**config.mk**
```make
export PLATFORM = sky130hd
export DESIGN_NAME = arcade_input_ctrl
export DESIGN_NICKNAME = d
export VERILOG_FILES = /design/src/rtl/arcade_input_ctrl.sv
export SDC_FILE = /design/constraint.sdc
export NUM_CORES = 1
export LEC_CHECK = 0
export ABC_AREA = 1
export CAP_MARGIN = 15
export CORE_MARGIN = 3
export CORE_UTILIZATION = 57
export CTS_CLUSTER_DIAMETER = 120
export DETAILED_ROUTE_END_ITERATION = 8
export DONT_BUFFER_PORTS = 1
export PLACE_DENSITY = 0.81
export SETUP_SLACK_MARGIN = 0.4
export SYNTH_ARGS = -nofsm -noshare
export SYNTH_HDL_FRONTEND = slang
export SYNTH_SLANG_ARGS = --single-unit
```
**constraint.sdc**
```tcl
create_clock -name clk_sys -period 2.8 [get_ports clk_sys]
set_input_delay 0.56 -clock clk_sys [delete_from_list [all_inputs] [get_ports clk_sys]]
set_output_delay 0.56 -clock clk_sys [all_outputs]
set_load 0.1 [all_outputs]
```
**src/rtl/arcade_input_ctrl.sv**
```systemverilog
// arcade_input_ctrl: merges PS/2 key state and HPS joysticks into registered per-player controls, coin stretch and pause toggle
module arcade_input_ctrl #(
  parameter int COIN_CYCLES = 16,
  parameter int CW = 20
) (
  input  logic        clk_sys,
  input  logic        RESET,
  input  logic [10:0] ps2_key,
  input  logic [31:0] joystick_0,
  input  logic [31:0] joystick_1,
  output logic [8:0]  p1_ctrl,
  output logic [8:0]  p2_ctrl,
  output logic [1:0]  service,
  output logic        pause
);
  logic          tog_q, armed, ev, pause_raw, pause_raw_q, unused;
  logic [7:0]    code;
  logic [10:0]   hit1, hit2, k1, k2, raw1, raw2;
  logic [1:0]    coin_q;
  logic [CW-1:0] cnt1, cnt2, cnt1_d, cnt2_d;
  function automatic logic [7:0] dirs(input logic [10:0] r);
    return {r[7], r[6], r[5], r[4], r[0], r[1], r[2], r[3]};
  endfunction
  assign code = ps2_key[7:0];
  assign ev = armed & (ps2_key[10] != tog_q);
  assign hit1 = {code == 8'h46, code == 8'h4D, code == 8'h2E, code == 8'h16, code == 8'h29, code == 8'h11,
                 code == 8'h14, code == 8'h75, code == 8'h72, code == 8'h6B, code == 8'h74};
  assign hit2 = {code == 8'h45, 1'b0, code == 8'h36, code == 8'h1E, code == 8'h15, code == 8'h1B,
                 code == 8'h1C, code == 8'h2D, code == 8'h2B, code == 8'h23, code == 8'h34};
  assign raw1 = k1 | joystick_0[10:0];
  assign raw2 = k2 | joystick_1[10:0];
  assign pause_raw = raw1[9] | raw2[9];
  assign cnt1_d = (raw1[8] & ~coin_q[0]) ? CW'(COIN_CYCLES - 1) : (cnt1 != 0) ? cnt1 - CW'(1) : cnt1;
  assign cnt2_d = (raw2[8] & ~coin_q[1]) ? CW'(COIN_CYCLES - 1) : (cnt2 != 0) ? cnt2 - CW'(1) : cnt2;
  assign unused = ^{joystick_0[31:11], joystick_1[31:11], ps2_key[8]};
  // key latches, edge detectors, coin stretchers and registered outputs
  always_ff @(posedge clk_sys or posedge RESET)
    if (RESET) begin
      tog_q       <= 1'b0;
      armed       <= 1'b0;
      k1          <= '0;
      k2          <= '0;
      coin_q      <= '0;
      cnt1        <= '0;
      cnt2        <= '0;
      pause_raw_q <= 1'b0;
      p1_ctrl     <= '0;
      p2_ctrl     <= '0;
      service     <= '0;
      pause       <= 1'b0;
    end else begin
      tog_q       <= ps2_key[10];
      armed       <= 1'b1;
      k1          <= ev ? (ps2_key[9] ? k1 | hit1 : k1 & ~hit1) : k1;
      k2          <= ev ? (ps2_key[9] ? k2 | hit2 : k2 & ~hit2) : k2;
      coin_q      <= {raw2[8], raw1[8]};
      cnt1        <= cnt1_d;
      cnt2        <= cnt2_d;
      pause_raw_q <= pause_raw;
      p1_ctrl     <= {raw1[8] | (cnt1 != 0), dirs(raw1)};
      p2_ctrl     <= {raw2[8] | (cnt2 != 0), dirs(raw2)};
      service     <= {raw2[10], raw1[10]};
      pause       <= pause ^ (pause_raw & ~pause_raw_q);
    end
endmodule

```
==> results.yml, run 1 <==
yosys:
  synth_edf_count: 0
  synthesis.instances: 562
  ys_warn_count: 0
  yosys.cell_types.count: 36
  synthAdderAreaFrac_pct: 1.094
  ys_ff_latch: 87
  syn_area_per_cell_um2: 8.142
  synth_top_area_share_pct: 47.58
  synth_xor_area_share_pct: 0.3828
  synthMuxAreaShare_pct: 0
  ys_async_sr_fraction_pct: 100.0
  synth-simple-area-share_pct: 37.63
  synth_common_cells: "nand2_1 (105), dfrtp_1 (87), nor2_1 (78)"
  synth_nets: 643
  synth.most_common_cell: "nand2_1"
  yosysSeqAreaShare_pct: 47.58
  synth_top_area_cell: "dfrtp_1"
  yosys-top-cells-area: "dfrtp_1 (48%), nand2_1 (8.6%), nand3_1 (7.9%)"
  synth_ff_type: "dfrtp_1"
  syn_area_um2: 4576
  synth_top_family_by_area: "simple AND/OR/NAND/NOR gates"
  synth_compound_gate_area_share_pct: 6.426
final_layout:
  fin_util_pct: 63.06
  fillCellCount: 660
  final_area_um2: 4898
  syn2layout_area_growth_pct: 7.055
  drive_above_1_share_pct: 16.06
  multi_input_area_um2: 2087
  seq_area_um2: 2177
  final_nets: 649
worst_hold_path:
  hp-class: "in2async"
place:
  placed_cell_area_um2: 4671
  routabilityCongestion: 0.9580
  port_buffers: 0
  post-place-ws_ps: 1026
  hpwl_um: 6748
floorplan:
  initial_core_util_pct: 58.91
  die_area_um2: 9138
  coreArea_um2: 7767
  ios: 98
  die_x_um: 95.60
  die_y_um: 95.60
  core.rowCount: 32
drt:
  wl_per_cell_um: 13.82
  ant_nets: 0
  via_per_inst: 5.459
  dr.first_iter.drc_count: 176
  vias: 3690
  firstDrtPassIters: 5
  wl_um: 9342
  drc_errors: 0
clock_tree:
  clkLatencyLatePin_ps: 360
  h-tree-depth: 3
  ctsRootBufferMaster: "clkbuf_8"
  clock_path_buffers: 2
  cts_hold_buf: 0
  cts_buffers: 9
  cts_tree: "yes"
  ctsResizeCount: 0
  clkSlewWorstSetupHoldPaths_ps: 90
  cts_setup_buffers: 0
  cts.sinks: 87
critical_path:
  end_kind: "primary output"
  path_class: "reg2out"
  rr_worst_depth: 7
  rr_startpoint: "cnt2[0]$_DFFE_PP0P_"
  start_kind: "flip-flop"
  r2r_end: "cnt2[15]$_DFFE_PP0P_"
  crit_path_max_fanout: 2
  cp_data_required_time_ps: 2240
  ff2ff_setup_slack_ps: 1040
  arrival_ps: 1330
sta:
  slew_viol_final: 0
  period_minus_slack_ps: 1891
  max_freq_mhz: 528.9
  maxSlewHeadroom_pct: 37.75
  fin_skew_ps: 9.667
  min_period_over_period_pct: 67.53
  setup_viol: 0
  rsz0062_at_grt: "false"
  fin_setup_tns_ps: 0
  hold_viol_final: 0
  worst_pin_slew_ps: 934.4
  fin_ws_ps: 909.1
power:
  p_leak_nw: 2.533
  power_mw: 3.437
  peakVddDrop_v: 0.0004767
  p_per_area_nw_per_um2: 701.7
job:
  maxCapViolations: 0
grt:
  antenna_found_initial: 2
  overflow: 0
  grt.total_usage_pct: 21.73
  grt_max_degree: 88
  grt_first_pass_wirelength_um: 15570
  first_global_vias: 3466
status:
  outcome: "finished, final reports clean"
## report_power, final
part	internal [mW]	switching (mW)
sequential	1.37	0.275
clock	0.513	0.481
combinational	0.268	0.531
total	2.15	1.29
## cell type report
class,count,share of cell area (%)
antenna,1,0.05109
clock inverter,7,2.069
inverter,68,5.287
sequential,87,44.44
clock buffer,9,2.529
timing repair buffer,1,0.4087
tap,102,2.605
multi-input combinational,401,42.61
## routing by layer
layer	vias up	part of all wire [%]	track usage [%]	routed length (µm)
met5	-	0.086	0	8
li1	1807	-	-	-
met3	18	6.6	6.946	614
met4	2	1.3	6.754	120
met1	1750	45	28.56	4218
met2	113	47	34.28	4380
## worst max path at each step
stage,endpoint,start,cells past startpoint,slack (ps)
after global placement,cnt2[15]$_DFFE_PP0P_,cnt2[0]$_DFFE_PP0P_,7,1070
after CTS,pause,pause$_DFF_PP0_,0,890
after floorplan,asynchronous set/reset pin,RESET,1,1230
after global routing,pause,pause$_DFF_PP0_,0,870
after detailed placement,cnt2[15]$_DFFE_PP0P_,cnt2[0]$_DFFE_PP0P_,7,1030
final,pause,pause$_DFF_PP0_,0,910
## per-stage QoR
step,hold slack [ps],instances
final,139.3,676
after global routing,202.2,676
after CTS,195.5,675
after detailed placement,450.9,659
after global placement,450.8,659
after floorplan,436.8,562
## kinds of logic (layout without fill, tap and decap cells)
kind of cell    count (synthesis)  in the layout
fa+ha+maj                       4              4
buf+inv                        74             85
xor+xnor                        2              2
flops                          87             87
compound gates                 47             47
other cells                     1              2
simple gates                  347            347
## cell usage in the layout (no fill, tap or decap), drive strengths merged, types with 4 or more instances in the layout
cell and instances:
or2 24, a21oi 8, inv 70, dfrtp 87, nor3 13, a21o 11
nand4 15, o21ai 24, nand2 110, ha 4, nor2 111, nand3 74
clkbuf 9
Note: power is estimated with default switching activity, not from simulation.
==> run 2: changes to the inputs <==
==> constraint.sdc (replaced) <==
create_clock -name clk_sys -period 1.55 [get_ports clk_sys]
set_input_delay 0.31 -clock clk_sys [delete_from_list [all_inputs] [get_ports clk_sys]]
set_output_delay 0.31 -clock clk_sys [all_outputs]
set_load 0.1 [all_outputs]
==> run 2 against run 1 <==
  * Die area is the same
  * Combinational power grew to 2.7 times the previous value
  * Non-clock buffer count grew 48
  * The flow now finishes with violations (setup timing)
  * Critical path depth grew 7
  * Hold slack lost 120 ps
  * Flip-flop and latch count did not move
  * Sequential share of layout area fell by 6.1 points
  * Global-route usage is 3.4 points higher
  * Clock skew increased by 7.8 ps
  * Worst setup slack worse by 930 ps
  * Routed wire length rose by 43%
  * Via count is 17% higher
==> results.yml, run 2 (synthesized netlist as in run 1, its figures left out) <==
status:
  outcome: "finished, violations left"
  failed_checks: "setup timing"
clock_tree:
  ctsRootBufferMaster: "clkbuf_8"
  clock_path_buffers: 2
  cts.sinks: 87
  cts_buffers: 9
  h-tree-depth: 3
  clkLatencyLatePin_ps: 390
  cts_tree: "yes"
  clkSlewWorstSetupHoldPaths_ps: 110
floorplan:
  core.rowCount: 32
  die_area_um2: 9138
  die_x_um: 95.60
  ios: 98
  die_y_um: 95.60
  coreArea_um2: 7767
  initial_core_util_pct: 58.91
critical_path:
  r2r_end: "cnt1[3]$_DFFE_PP0P_"
  arrival_ps: 1830
  end_kind: "flip-flop"
  rr_startpoint: "cnt1[2]$_DFFE_PP0P_"
  cpMaxStageDelayCell: "dfrtp_1"
  crit_path_max_fanout: 4
  start_kind: "flip-flop"
  endpoint: "cnt1[3]$_DFFE_PP0P_"
  cp_data_required_time_ps: 1810
  crit_start: "cnt1[2]$_DFFE_PP0P_"
  cp_slowest_stage_delay_ps: 460
  cp_cell_sequence: "nor2_2 > nand2_2 > inv_1 > buf_4 > nor2_1 > nor3_1 > nor2_4"
  path_class: "reg2reg"
  rr_worst_depth: 7
  ff2ff_setup_slack_ps: -20
job:
  maxCapViolations: 0
power:
  p_leak_nw: 2.811
  peakVddDrop_v: 0.0009489
  p_per_area_nw_per_um2: 1154
drt:
  vias: 4311
  ant_nets: 0
  drc_errors: 0
  wl_um: 13400
  wl_per_cell_um: 18.46
  via_per_inst: 5.938
  dr.first_iter.drc_count: 463
  firstDrtPassIters: 7
sta:
  setup_viol: 1
  min_period_over_period_pct: 101.2
  worst_pin_slew_ps: 687.1
  maxSlewHeadroom_pct: 54.14
  period_minus_slack_ps: 1569
  rsz0062_at_grt: "true"
  max_freq_mhz: 637.5
  whs_ps: 23.13
  fin_skew_ps: 17.48
  fin_ws_ps: -18.65
  slew_viol_final: 0
  hold_viol_final: 0
grt:
  antenna_found_initial: 2
  grt.total_usage_pct: 25.12
  overflow: 0
  first_global_vias: 3950
  grt_first_pass_wirelength_um: 17960
  grt_max_degree: 44
place:
  dp.cells: 679
  post-place-ws_ps: 8.627
  routabilityCongestion: 0.9865
  port_buffers: 0
  hpwl_um: 7321
  placed_cell_area_um2: 4943
final_layout:
  layout_commonest_cell: "nand2_1"
  final_nets: 699
  final_area_um2: 5896
  syn2layout_area_growth_pct: 28.85
  drive_above_1_share_pct: 39.00
  fin_util_pct: 75.90
  final_cells: 726
  final_cell_mix: "nand2_1 (88), dfrtp_1 (60), nand3_1 (56)"
worst_hold_path:
  hp-class: "in2reg"
-- run 2: where the power goes --
group          internal, mW  switching [mW]  total [mW]
Clock                 0.632           0.967        1.60
Combinational         0.850            1.32        2.17
Sequential             2.51           0.521        3.03
Total                  3.99            2.81        6.80
-- run 2: repair_timing --
action                     CTS  global route
hold buffers                 2             0
pin swaps                   24            36
resized for setup           76            79
setup buffers                9            17
cloned                       2             0
hold endpoints to repair    19             0
setup endpoints to repair   83            84
-- run 2: worst max-delay path: cells and delay by family, from the launching register on --
family / cells / cell delay [ps]
buffers and inverters: 2 / 260
DFF: 1 / 460
and+or+nand+nor: 5 / 730
-- run 2: worst min-delay path by stage --
stage	from	to	slack, ps	cells past startpoint
after detailed placement	RESET	cnt2[18]$_DFFE_PP0P_	240	1
after global routing	joystick_1[3]	p2_ctrl[0]$_DFF_PP0_	20	1
after global placement	RESET	cnt2[18]$_DFFE_PP0P_	230	1
after floorplan	ps2_key[10]	tog_q$_DFF_PP0_	340	0
final	joystick_0[6]	p1_ctrl[6]$_DFF_PP0_	20	1
after CTS	joystick_1[3]	p2_ctrl[0]$_DFF_PP0_	30	1
-- run 2: final cells by class --
type | instances | area [µm²]
multi-input cells | 402 | 2537
repair inverters | 1 | 7.507
well taps | 102 | 127.6
flip-flops and latches | 87 | 2263
inverters | 68 | 274.0
fillers | 474 | 1872
clock buffers | 9 | 123.9
diodes | 1 | 2.502
clock inverters | 7 | 73.82
repair buffers | 49 | 485.5
-- run 2: stage by stage --
stage | setup TNS [ps] | total power [mW]
6_report | -18.65 | 6.802
5_1_grt | -347.6 | 7.098
4_1_cts | 0 | 6.393
3_5_place_dp | 0 | 4.675
3_3_place_gp | 0 | 4.605
2_1_floorplan | 0 | 4.240
-- run 2: metal layers --
layer | track usage [%] | up-vias | part of all wire (%)
met5 | 0 | - | 0.052
met4 | 10.07 | 2 | 4.6
met3 | 7.498 | 69 | 8.7
met2 | 39.78 | 252 | 49
met1 | 32.27 | 2062 | 37
li1 | - | 1926 | -
